## config.mk

```make
export PLATFORM = sky130hd
export DESIGN_NAME = ifu_pf
export DESIGN_NICKNAME = d
export VERILOG_FILES = /design/src/rtl/hxd32_ifu_pkg.sv /design/src/rtl/ifu_fifo.sv /design/src/rtl/ifu_pf.sv
export SDC_FILE = /design/constraint.sdc
export NUM_CORES = 1
export LEC_CHECK = 0
export BUFFER_PORTS_ARGS = -buffer_cell sky130_fd_sc_hd__buf_2
export CORE_MARGIN = 8
export CORE_UTILIZATION = 30
export CTS_BUF_LIST = sky130_fd_sc_hd__clkbuf_4 sky130_fd_sc_hd__clkbuf_8 sky130_fd_sc_hd__clkbuf_16
export DETAILED_ROUTE_END_ITERATION = 10
export SLEW_MARGIN = 20
export SYNTH_ARGS = -nofsm -noshare
export SYNTH_HDL_FRONTEND = slang
export SYNTH_HIERARCHICAL = 1
export SYNTH_SLANG_ARGS = --single-unit
```

## constraint.sdc

```tcl
create_clock -name clk_i -period 4.3 [get_ports clk_i]
set_clock_uncertainty 0.15 [all_clocks]
set_input_delay 0.645 -clock clk_i [delete_from_list [all_inputs] [get_ports clk_i]]
set_output_delay 0.645 -clock clk_i [all_outputs]
set_load 0.01 [all_outputs]
```

## src/rtl/hxd32_ifu_pkg.sv

```systemverilog
// Shared types and helpers for the instruction prefetch unit.
package hxd32_ifu_pkg;

  localparam int IFU_XLEN = 32;

  // Major opcode of JAL; predecoded in the prefetcher to redirect early.
  localparam logic [6:0] OPCODE_JAL = 7'b1101111;

  // One buffered fetch: the word and the address it was fetched from.
  typedef struct packed {
    logic [IFU_XLEN-1:0] pc;
    logic [IFU_XLEN-1:0] inst;
  } fetch_entry_t;

  // Raw 21-bit J-type immediate (bit 0 always zero); caller sign-extends.
  function automatic logic [20:0] j_imm(input logic [31:0] inst);
    return {inst[31], inst[19:12], inst[20], inst[30:21], 1'b0};
  endfunction

endpackage

```

## src/rtl/ifu_fifo.sv

```systemverilog
// Show-ahead synchronous FIFO with flush; head entry is visible while non-empty.
module ifu_fifo
  import hxd32_ifu_pkg::*;
#(
  parameter int  DEPTH   = 4,
  parameter type entry_t = fetch_entry_t
) (
  input  logic                   clk,
  input  logic                   rst_n,
  input  logic                   flush,
  input  logic                   push,
  input  entry_t                 push_data,
  input  logic                   pop,
  output entry_t                 head_data,
  output logic                   empty,
  output logic [$clog2(DEPTH):0] count
);

  localparam int AW = $clog2(DEPTH);

  logic [AW-1:0] wr_ptr_reg;
  logic [AW-1:0] rd_ptr_reg;
  logic [AW:0]   count_reg;
  logic          full;
  logic          do_push;
  logic          do_pop;
  entry_t        slots [DEPTH];

  assign empty   = (count_reg == '0);
  assign full    = (count_reg == (AW+1)'(DEPTH));
  // Flush overrides both ports; guards keep pointers consistent at the limits.
  assign do_push = push & ~full & ~flush;
  assign do_pop  = pop & ~empty & ~flush;
  assign count   = count_reg;

  genvar gi;
  generate
    for (gi = 0; gi < DEPTH; gi++) begin : g_slot
      entry_t slot_reg;

      // Storage slot: written only when the write pointer selects it.
      always_ff @(posedge clk) begin
        if (do_push && (wr_ptr_reg == AW'(gi))) begin
          slot_reg <= push_data;
        end
      end

      assign slots[gi] = slot_reg;
    end
  endgenerate

  assign head_data = slots[rd_ptr_reg];

  // Pointer and occupancy bookkeeping; flush empties in one edge.
  always_ff @(posedge clk or negedge rst_n) begin
    if (!rst_n) begin
      wr_ptr_reg <= '0;
      rd_ptr_reg <= '0;
      count_reg  <= '0;
    end else if (flush) begin
      wr_ptr_reg <= '0;
      rd_ptr_reg <= '0;
      count_reg  <= '0;
    end else begin
      if (do_push) begin
        wr_ptr_reg <= wr_ptr_reg + 1'b1;
      end
      if (do_pop) begin
        rd_ptr_reg <= rd_ptr_reg + 1'b1;
      end
      case ({do_push, do_pop})
        2'b10:   count_reg <= count_reg + 1'b1;
        2'b01:   count_reg <= count_reg - 1'b1;
        default: count_reg <= count_reg;
      endcase
    end
  end

endmodule

```

## src/rtl/ifu_pf.sv

```systemverilog
// Instruction prefetcher: sequential IRAM fetch with credit flow control,
// execute-stage redirect and optional JAL predecode redirect.
module ifu_pf
  import hxd32_ifu_pkg::*;
#(
  parameter int              XLEN        = 32,
  parameter int              DEPTH       = 4,
  parameter logic [XLEN-1:0] RESET_PC    = 32'h0000_0000,
  parameter int              JAL_PREDICT = 1
) (
  input  logic            clk_i,
  input  logic            rst_n_i,
  input  logic            redir_en_i,
  input  logic [XLEN-1:0] redir_pc_i,
  output logic            iram_rd_en_o,
  output logic [XLEN-1:0] iram_rd_addr_o,
  input  logic [XLEN-1:0] iram_rd_data_i,
  output logic            inst_valid_o,
  input  logic            inst_ready_i,
  output logic [XLEN-1:0] inst_data_o,
  output logic [XLEN-1:0] inst_pc_o
);

  localparam int CW = $clog2(DEPTH) + 1;

  // Entry type sized by XLEN so the buffer follows the datapath width.
  typedef struct packed {
    logic [XLEN-1:0] pc;
    logic [XLEN-1:0] inst;
  } entry_t;

  logic            run_reg;
  logic [XLEN-1:0] fetch_pc_reg;
  logic [XLEN-1:0] fetch_pc_next;
  logic            inflight_reg;
  logic            inflight_next;
  logic [XLEN-1:0] inflight_pc_reg;

  logic [CW-1:0]   fifo_count;
  logic            fifo_empty;
  logic [CW:0]     credit_used;
  logic            issue;
  logic            push;
  logic            pop;
  logic            jal_hit;
  logic [20:0]     jal_imm;
  logic [XLEN-1:0] jal_target;
  entry_t          push_entry;
  entry_t          head_entry;
  logic            unused_redir_lsb;

  assign unused_redir_lsb = ^redir_pc_i[1:0];

  // Credit counts buffered entries plus the one response still on the bus,
  // so every issued request is guaranteed a slot when it returns.
  assign credit_used = (CW+1)'(fifo_count) + (CW+1)'(inflight_reg);
  assign issue       = run_reg & ~redir_en_i & (credit_used < (CW+1)'(DEPTH));

  // A live response is pushed unless a redirect flushes it this cycle.
  assign push        = inflight_reg & ~redir_en_i;
  assign pop         = inst_valid_o & inst_ready_i & ~redir_en_i;

  assign jal_imm     = j_imm(iram_rd_data_i[31:0]);
  assign jal_target  = inflight_pc_reg + {{(XLEN-21){jal_imm[20]}}, jal_imm};
  assign jal_hit     = (JAL_PREDICT != 0) & push & (iram_rd_data_i[6:0] == OPCODE_JAL);

  assign push_entry.pc   = inflight_pc_reg;
  assign push_entry.inst = iram_rd_data_i;

  // Request issued alongside a JAL push fetches the fall-through path: drop it.
  assign inflight_next = issue & ~jal_hit;

  // Next fetch address: redirect beats JAL predecode beats sequential advance.
  always_comb begin
    fetch_pc_next = fetch_pc_reg;
    if (redir_en_i) begin
      fetch_pc_next = {redir_pc_i[XLEN-1:2], 2'b00};
    end else if (jal_hit) begin
      fetch_pc_next = jal_target;
    end else if (issue) begin
      fetch_pc_next = fetch_pc_reg + XLEN'(4);
    end
  end

  // Run flag: fetching begins one edge after reset release.
  always_ff @(posedge clk_i or negedge rst_n_i) begin
    if (!rst_n_i) begin
      run_reg <= 1'b0;
    end else begin
      run_reg <= 1'b1;
    end
  end

  // Fetch PC register.
  always_ff @(posedge clk_i or negedge rst_n_i) begin
    if (!rst_n_i) begin
      fetch_pc_reg <= RESET_PC;
    end else begin
      fetch_pc_reg <= fetch_pc_next;
    end
  end

  // In-flight request tracking: remembers the PC of the word due next cycle.
  always_ff @(posedge clk_i or negedge rst_n_i) begin
    if (!rst_n_i) begin
      inflight_reg    <= 1'b0;
      inflight_pc_reg <= '0;
    end else begin
      inflight_reg <= inflight_next;
      if (issue) begin
        inflight_pc_reg <= fetch_pc_reg;
      end
    end
  end

  ifu_fifo #(
    .DEPTH   (DEPTH),
    .entry_t (entry_t)
  ) u_fifo (
    .clk       (clk_i),
    .rst_n     (rst_n_i),
    .flush     (redir_en_i),
    .push      (push),
    .push_data (push_entry),
    .pop       (pop),
    .head_data (head_entry),
    .empty     (fifo_empty),
    .count     (fifo_count)
  );

  assign iram_rd_en_o   = issue;
  assign iram_rd_addr_o = fetch_pc_reg;
  assign inst_valid_o   = ~fifo_empty;
  // Slot storage is not reset, so outputs are forced to zero while empty.
  assign inst_data_o    = fifo_empty ? '0 : head_entry.inst;
  assign inst_pc_o      = fifo_empty ? '0 : head_entry.pc;

endmodule

```

==> flow_summary.yaml, run 1 <==
status:
  outcome: "complete, but fails checks"
  violations: "hold timing"
cells_and_area:
  syn_to_final_growth_pct: 19.53
  final_cells: 1963
  drive_above_1_share_pct: 27.29
  final_nets: 1366
  final_cell_mix: "256 x edfxtp_1, 162 x buf_2, 139 x nand2_1"
  layout.cells.most_common: "edfxtp_1"
  finish.utilization_pct: 36.33
  largest_register_ffs: 256
floorplan:
  die-area_sq_um: 58410
  start_util_pct: 30.40
  dieHeight_microns: 241.7
  ios: 166
  die_w_microns: 241.7
  core_area_sq_um: 50270
  row_count: 82
synth:
  yosysWarnings: 6
  synth_edf_count: 256
  ys_types: 79
  synth-seq-cells: 329
  syn_nets: 1197
  synthFlopType: "edfxtp_1"
  postSynth.asyncResetShare_pct: 22.19
  syn_area_sq_um: 15280
  syn_avg_cell_area_sq_um: 13.99
  syn-instance-count: 1092
  ys_seq_area_share_pct: 62.26
cts:
  htree_num_levels: 2
  cts_buffers: 38
  cts_setup_buffers: 0
  clock_latency_ps: 560
  cts_tree: "built"
  clock_path_buffers: 3
  cts_resized: 0
  path_clk_slew_ps: 60
  numClockSinks: 329
  ctsHoldBuffers: 0
  root_buffer: "clkbuf_16"
sta:
  holdWs_ps: -2.503
  slew_headroom_pct: 39.63
  finalCritPeriodShare_pct: 77.97
  drv_slew: 0
  timing.fmax_mhz: 298.3
  fin_ws_ps: 947.1
  fin_crit_ps: 3353
  timing_worst_slew_pin_value_ps: 898.8
  rsz0062_at_grt: "no"
  setup_viol: 0
  hold_violations: 1
  setup_tns_ps: 0
power:
  vdd_drop_max_mv: 0.2373
  pwr-share-seq_pct: 46.5
  powerDensity_nw_per_um2: 439.4
  p_sw_w: 0.001971
  comb_power_share_pct: 11.2
  p_leak_nw: 6.795
  clock_power_share_pct: 42.3
  intPower_w: 0.006056
  netSwitchingFraction_pct: 24.55
placed_design:
  dpl.cell_count: 1892
  gp_congestion: 0.8428
  place_ws_ps: 639.5
  io_buffers: 163
  place_hpwl_microns: 26980
route:
  dr.pass1.iters: 5
  drt_iter0_drc: 787
  ant_nets: 0
  routed_via_density: 4.863
  drc: 0
  wl_per_cell_microns: 20.10
  finalWirelength_microns: 39460
  via_count: 9546
global_routing:
  grt_pass1_wl_microns: 60660
  grt.total_usage_pct: 13.26
  antenna_found_initial: 2
  grt_max_degree: 66
  grt_overflow: 0
  first_global_vias: 9723
critical_path:
  crit_path_top_delay_cell: "dfrtp_4"
  arrival_ps: 2560
  worstPathRequired_ps: 3500
  crit_chain: "buf_4 -> mux4_2 -> nor2b_1 -> buf_2"
  setup.worst_path.start_class: "register"
  path_buf_inv: 2
  cp_max_fo: 18
  critPathCaptureType: "primary output"
  reg2reg_setup_slack_ps: 1020
  critPathKind: "register to primary output"
  slowest_delay_ps: 680
  crit_family: "flip-flops"
worst_hold_path:
  hp-class: "input pin to async pin"
run:
  maxCapViolations: 0
[layout make-up]
class                           instances  area (sq um)
Clock inverter                         19         231.5
Inverter                               23         86.33
Antenna cell                            1         2.502
Multi-Input combinational cell        685          5430
Fill cell                            4926         32010
Timing Repair Buffer                  184          1046
Sequential cell                       329          9522
Clock buffer                           50          1106
Tap cell                              672         840.8
[layer usage]
layer / up-vias / share of wire (%) / track usage, %
met4: 2 / 2.3 / 3.973
li1: 4434 / - / -
met3: 56 / 5.9 / 3.494
met2: 247 / 47 / 21.10
met5: - / 0.030 / 0
met1: 4807 / 45 / 17.63
[power by group through the flow]
stage | Clock [W] | Combinational [W] | Sequential, W
finish | 0.00340 | 0.000898 | 0.00373
floorplan | 0 | 0.000613 | 0.00375
global route | 0.00362 | 0.00100 | 0.00375
CTS | 0.00350 | 0.000901 | 0.00373
detailed placement | 0 | 0.000894 | 0.00380
global placement | 0 | 0.000883 | 0.00379
[synthesized netlist by cell type, drive strengths merged, types with 3 or more instances]
master,n,area share (%)
a211oi,14,0.69
a21o,12,0.60
nor2,47,1.2
a31oi,7,0.33
or3,7,0.29
buf,26,1.1
a21oi,55,1.8
nor3,13,0.64
ha,35,2.9
xnor2,29,1.7
dfrtp,73,12
edfxtp,256,50
o31ai,5,0.37
o211ai,3,0.15
o21bai,4,0.20
and3,6,0.25
inv,23,0.56
xor2,23,1.3
nand2b,12,0.54
nand4,11,0.59
and2,5,0.20
nand3b,5,0.25
nor2b,70,2.9
nand2,139,3.4
a221oi,6,0.43
nand3,25,0.82
nor3b,5,0.28
a311oi,3,0.17
clkbuf,29,0.71
mux4,64,9.4
o21ai,41,1.4
a22oi,3,0.15
[stage by stage]
stage / cell area, sq um / power, W
2_1_floorplan: 15280 / 0.004365
3_5_place_dp: 16910 / 0.004692
5_1_grt: 18270 / 0.008368
6_report: 18270 / 0.008026
3_3_place_gp: 16910 / 0.004670
4_1_cts: 18250 / 0.008131
[kinds of logic (layout without fill, tap and decap cells)]
| family | Yosys count | in the layout | share of synthesized area, % |
|---|---|---|---|
| and+or+nand+nor | 352 | 352 | 11.67 |
| DFF | 329 | 329 | 62.26 |
| AOI/OAI and AO/OA | 175 | 175 | 7.803 |
| buffers and inverters | 78 | 276 | 2.424 |
| muxes | 68 | 68 | 9.711 |
| xor gates and xnor gates | 52 | 52 | 2.980 |
| adders and majority gates | 37 | 37 | 3.128 |
| other | 1 | 2 | 0.02454 |
[worst register-to-register path, cell delays in order (launching register included)]
cell and delay (ps):
dfrtp_1 480, ha_1 240, inv_1 60, fa_1 380, nand2b_1 200, a21oi_2 180, o21ai_2 130, o31ai_4 300
o221ai_4 200, o41a_1 450, xnor2_1 130, mux2i_1 150, o21ai_1 80
[worst paths after layout]
kind	startpoint	endpoint	cells past startpoint
worst max-delay path	u_fifo/rd_ptr_reg[0]	inst_pc_o[0]	4
worst min-delay path	rst_n_i	inflight_pc_reg[31]	1
worst max register to register	inflight_pc_reg[1]	iram_rd_addr_o[27]	12
worst min register to register	iram_rd_addr_o[0]	inflight_pc_reg[0]	2
max in group asynchronous	rst_n_i	iram_rd_addr_o[9]	2
min in group clk_i	iram_rd_data_i[8]	u_fifo/g_slot[1].slot_reg[8]	1
(Power assumes the default switching activity.)
==> run 2, diff against run 1 <==
Clock period 4.3 ns to 3.2 ns, I/O delays scaled along.
==> run 2 against run 1 <==
The run now ends clean. Register-to-register slack got worse by 850 ps. Setup slack got worse by 780 ps. Clock-buffer cell count did not move. Hold slack improved by 34 ps. Clock power grew 25%. Non-clock buffer count is 33 higher. Design area rose by 1.3%. Flip-flop and latch count is the same. Sequential share of layout area down 0.67 points. Sequential power increased by 34%. Combinational power is 43% higher. Highest routed layer is now met4.
==> flow_summary.yaml, run 2 (same netlist as run 1, synthesis figures left out) <==
route:
  routed_via_density: 4.870
  ant_nets: 0
  via_count: 9706
  drt_iter0_drc: 700
  finalWirelength_microns: 39990
  drc: 0
  wl_per_cell_microns: 20.07
  dr.pass1.iters: 6
cts:
  htree_num_levels: 2
  numClockSinks: 329
  cts_tree: "built"
  clock_path_buffers: 3
  root_buffer: "clkbuf_16"
  cts_buffers: 37
  path_clk_slew_ps: 60
  clock_latency_ps: 540
critical_path:
  setup.worst_path.start_class: "register"
  worstPathRequired_ps: 3440
  crit_path_top_delay_cell: "o41a_1"
  critPathCaptureType: "register"
  slowest_delay_ps: 440
  cp_max_fo: 4
  crit_chain: "ha_1 -> inv_1 -> fa_1 -> nand2b_4 -> a21oi_4 -> o21ai_2 -> o31ai_4 -> o221ai_4 -> o41a_1 -> xnor2_1 -> mux2i_1 -> o21ai_1"
  arrival_ps: 3270
  critPathKind: "register to register"
placed_design:
  place_ws_ps: -171.2
  place_hpwl_microns: 27300
  io_buffers: 163
  gp_congestion: 0.8550
floorplan:
  core_area_sq_um: 50270
  ios: 166
  die_w_microns: 241.7
  start_util_pct: 30.40
  die-area_sq_um: 58410
  row_count: 82
  dieHeight_microns: 241.7
global_routing:
  antenna_found_initial: 1
  first_global_vias: 9891
  grt_max_degree: 74
  grt_overflow: 0
  grt_pass1_wl_microns: 61180
  grt.total_usage_pct: 13.35
cells_and_area:
  largest_register_ffs: 256
  final_nets: 1398
  layout.cells.most_common: "edfxtp_1"
  fillerInstances: 4856
  syn_to_final_growth_pct: 21.11
  final_cell_mix: "256 x edfxtp_1, 162 x buf_2, 139 x nand2_1"
  finish.utilization_pct: 36.81
  drive_above_1_share_pct: 28.16
  n_antenna_cell: 0
sta:
  slew_headroom_pct: 52.35
  drv_slew: 0
  holdWs_ps: 31.61
  fin_crit_ps: 3030
  timing.fmax_mhz: 330.0
  timing_worst_slew_pin_value_ps: 714.8
  finalCritPeriodShare_pct: 94.70
  fin_ws_ps: 169.6
  hold_violations: 0
  rsz0062_at_grt: "no"
  setup_viol: 0
status:
  outcome: "finished, final reports clean"
worst_hold_path:
  hp-class: "input pin to register"
power:
  vdd_drop_max_mv: 0.3156
  p_leak_nw: 6.925
  powerDensity_nw_per_um2: 568.9
run:
  maxCapViolations: 0
## run 2: cell count changes in the layout (fill, tap and decap cells not counted), moves of 3 or more
cell           delta
buf_4            +18
dlygate4sd3_1     +9
buf_12            +6
clkinv_1          +5
clkbuf_16         -4
clkinv_2          -4
clkbuf_8          +3
## run 2: final cells by class
class / count / area, sq um / area share [%]
Sequential cell: 329 / 9523 / 51.46
Multi-Input combinational cell: 685 / 5450 / 29.45
Timing Repair Buffer: 217 / 1388 / 7.498
Clock buffer: 50 / 1055 / 5.699
Tap cell: 672 / 840.8 / 4.543
Clock inverter: 17 / 163.9 / 0.8857
Inverter: 23 / 86.33 / 0.4665
## run 2: path summary, 6_finish.rpt
| kind | start | end | slack [ps] | cells past startpoint |
|---|---|---|---|---|
| hold / removal | iram_rd_data_i[4] | u_fifo/g_slot[3].slot_reg[4] | 30 | 1 |
| min in group asynchronous | rst_n_i | inflight_pc_reg[30] | 390 | 2 |
| setup / recovery | inflight_pc_reg[1] | iram_rd_addr_o[27] | 170 | 12 |
| max in group asynchronous | rst_n_i | u_fifo/rd_ptr_reg[0] | 1960 | 2 |
| setup reg to reg | inflight_pc_reg[1] | iram_rd_addr_o[27] | 170 | 12 |
| hold reg to reg | iram_rd_addr_o[0] | inflight_pc_reg[0] | 370 | 2 |
## run 2: critical path, delay by kind of cell, from the launching register on
| family | cells | cell delay, ps |
|---|---|---|
| adders and majority gates | 2 | 540 |
| DFF | 1 | 350 |
| xor gates and xnor gates | 1 | 130 |
| and+or+nand+nor | 1 | 170 |
| buffers and inverters | 1 | 50 |
| muxes | 1 | 150 |
| AOI/OAI and AO/OA | 6 | 1320 |
## run 2: repair_timing
item                                    4_1_cts  5_1_grt
hold buffers                                  9        0
resized for setup                             0        4
buffers inserted                              0        3
hold endpoints to repair                     94        0
endpoints found under the setup margin        0        3
## run 2: power by group
| group | internal (W) | total, W | switching, W |
|---|---|---|---|
| Combinational | 0.000538 | 0.00128 | 0.000741 |
| Clock | 0.00256 | 0.00424 | 0.00168 |
| Sequential | 0.00480 | 0.00501 | 0.000211 |
## run 2: metal layers
| metal | wire [microns] | global-route usage [%] | up-vias |
|---|---|---|---|
| met5 | 0 | 0 | - |
| met4 | 828 | 3.796 | 0 |
| met3 | 2407 | 3.153 | 54 |
| met2 | 18400 | 21.46 | 260 |
| met1 | 18350 | 17.88 | 4893 |
| li1 | - | - | 4499 |
## run 2: stage by stage
stage / instance area [sq um] / setup TNS (ps) / total power [W] / std cells
3_5_place_dp: 17150 / -447.6 / 0.006353 / 1914
5_1_grt: 18510 / 0 / 0.01095 / 1993
6_report: 18510 / 0 / 0.01053 / 1993
2_1_floorplan: 15290 / 0 / 0.005864 / 1092
3_3_place_gp: 17150 / -242.1 / 0.006332 / 1914
4_1_cts: 18460 / 0 / 0.01063 / 1990
==> run 3, diff against run 2 <==
==> constraint.sdc (replaced) <==
create_clock -name clk_i -period 3.2 [get_ports clk_i]
set_clock_uncertainty 0.15 [all_clocks]
set_input_delay 0.32 -clock clk_i [delete_from_list [all_inputs] [get_ports clk_i]]
set_output_delay 0.32 -clock clk_i [all_outputs]
set_load 0.01 [all_outputs]
==> run 3 against run 2 <==
Critical path depth rose by 1. Register-to-register slack about the same. Critical endpoint is now iram_rd_addr_o[25]. Die area is the same. First-iteration DRC count fell by 2.6%. Total power increased by 2.0%. Global-route usage up 0.34 points. Highest routed layer unchanged. Utilization increased by 1.1 points. Cell count increased by 2.3%.
==> flow_summary.yaml, run 3 (same netlist as run 1, synthesis figures left out) <==
sta:
  holdWs_ps: 57.45
  timing.fmax_mhz: 326.8
  setup_viol: 0
  rsz0062_at_grt: "no"
  finalCritPeriodShare_pct: 95.63
  fin_crit_ps: 3060
  hold_violations: 0
  timing_worst_slew_pin_value_ps: 950.2
  drv_slew: 0
  slew_headroom_pct: 36.65
  fin_ws_ps: 139.7
critical_path:
  cp_max_fo: 6
  setup.worst_path.start_class: "input pin"
  critPathCaptureType: "register"
  arrival_ps: 3290
  critPathKind: "input pin to register"
  worstPathRequired_ps: 3430
floorplan:
  die_w_microns: 241.7
  dieHeight_microns: 241.7
  row_count: 82
  start_util_pct: 30.40
  die-area_sq_um: 58410
  core_area_sq_um: 50270
  ios: 166
cells_and_area:
  layout.cells.most_common: "edfxtp_1"
  syn_to_final_growth_pct: 24.79
  final_cell_mix: "256 x edfxtp_1, 161 x buf_2, 139 x nand2_1"
  largest_register_ffs: 256
  final-seq-area_sq_um: 9522
  final_nets: 1442
  fillerInstances: 4835
  finish.utilization_pct: 37.93
  n_antenna_cell: 0
  multi_input_area_sq_um: 5465
  drive_above_1_share_pct: 27.31
route:
  wl_per_cell_microns: 19.88
  ant_nets: 0
  routed_via_density: 4.868
  drt_iter0_drc: 682
  via_count: 9921
  drc: 0
  dr.pass1.iters: 5
  finalWirelength_microns: 40510
placed_design:
  place_hpwl_microns: 27340
  place_ws_ps: -15.12
  io_buffers: 163
  gp_congestion: 0.8451
cts:
  cts_tree: "built"
  htree_num_levels: 2
  cts_buffers: 37
  numClockSinks: 329
  clock_latency_ps: 540
  root_buffer: "clkbuf_16"
  path_clk_slew_ps: 60
  clock_path_buffers: 3
power:
  p_sw_w: 0.002655
  pwr-share-seq_pct: 46.6
  p_leak_nw: 7.126
  clock_power_share_pct: 41.2
  comb_power_share_pct: 12.3
  intPower_w: 0.008088
  powerDensity_nw_per_um2: 563.4
  p_total_w: 0.01074
  vdd_drop_max_mv: 0.2737
  netSwitchingFraction_pct: 24.71
global_routing:
  grt_pass1_wl_microns: 62490
  first_global_vias: 10180
  antenna_found_initial: 1
  grt_max_degree: 66
  grt.total_usage_pct: 13.70
  grt_overflow: 0
status:
  outcome: "finished, final reports clean"
run:
  maxCapViolations: 0
worst_hold_path:
  hp-class: "input pin to register"
run 3: changes by cell type in the layout (fill, tap and decap cells not counted), sizes merged:
cell         delta
buf             -9
clkbuf          +3
clkinv          -2
clkinvlp        +3
dlygate4sd3    +52
inv             -2
run 3: repair_timing:
action,CTS,global route
setup endpoints to repair,0,4
hold endpoints to repair,211,0
resized for setup,0,8
hold buffers,61,0
setup buffers,0,1
run 3: worst max-delay path, stage by stage:
cell	delay (ps)
dlygate4sd3_1	530
clkbuf_4	180
inv_1	70
fa_2	400
nand2b_4	160
a21oi_4	160
o21ai_2	110
o31ai_4	350
o221ai_4	190
or3_1	390
a31oi_1	180
a221o_1	170
o31ai_1	70
run 3: worst paths after layout:
path | start | endpoint | slack, ps | cells past startpoint
min in group asynchronous | rst_n_i | iram_rd_addr_o[31] | 230 | 2
max | iram_rd_data_i[22] | iram_rd_addr_o[25] | 140 | 13
min reg2reg | iram_rd_addr_o[0] | inflight_pc_reg[0] | 360 | 2
min | redir_pc_i[20] | iram_rd_addr_o[20] | 60 | 3
max reg2reg | inflight_pc_reg[1] | iram_rd_addr_o[25] | 180 | 12
max in group asynchronous | rst_n_i | inflight_pc_reg[4] | 1960 | 3
run 3: final cells by class:
type,count,share of cell area (%)
Sequential cell,329,49.93
Multi-Input combinational cell,685,28.66
Timing Repair Buffer,261,9.705
Clock buffer,52,5.925
Tap cell,672,4.409
Clock inverter,16,0.9121
Inverter,23,0.4528
run 3: layer usage:
layer | global-route usage [%] | vias up | share of wire [%]
li1 | - | 4590 | -
met2 | 21.88 | 272 | 47
met3 | 3.571 | 52 | 6.1
met5 | 0 | - | 0
met1 | 18.40 | 5007 | 45
met4 | 3.494 | 0 | 2.0
run 3: metrics by stage:
| stage | setup TNS, ps | cell area, sq um | instances |
|---|---|---|---|
| final | 0 | 19070 | 2038 |
| after global placement | 0 | 17110 | 1908 |
| after detailed placement | -15.12 | 17110 | 1908 |
| after CTS | 0 | 19020 | 2037 |
| after floorplan | 0 | 15280 | 1092 |
| after global routing | 0 | 19070 | 2038 |
run 3: power by group through the flow:
stage / logic, W / registers [W] / clock network [W]
final: 0.00132 / 0.00501 / 0.00442
after CTS: 0.00130 / 0.00501 / 0.00456
after detailed placement: 0.00124 / 0.00509 / 0
after global placement: 0.00123 / 0.00508 / 0
after global routing: 0.00147 / 0.00503 / 0.00472
after floorplan: 0.000824 / 0.00504 / 0
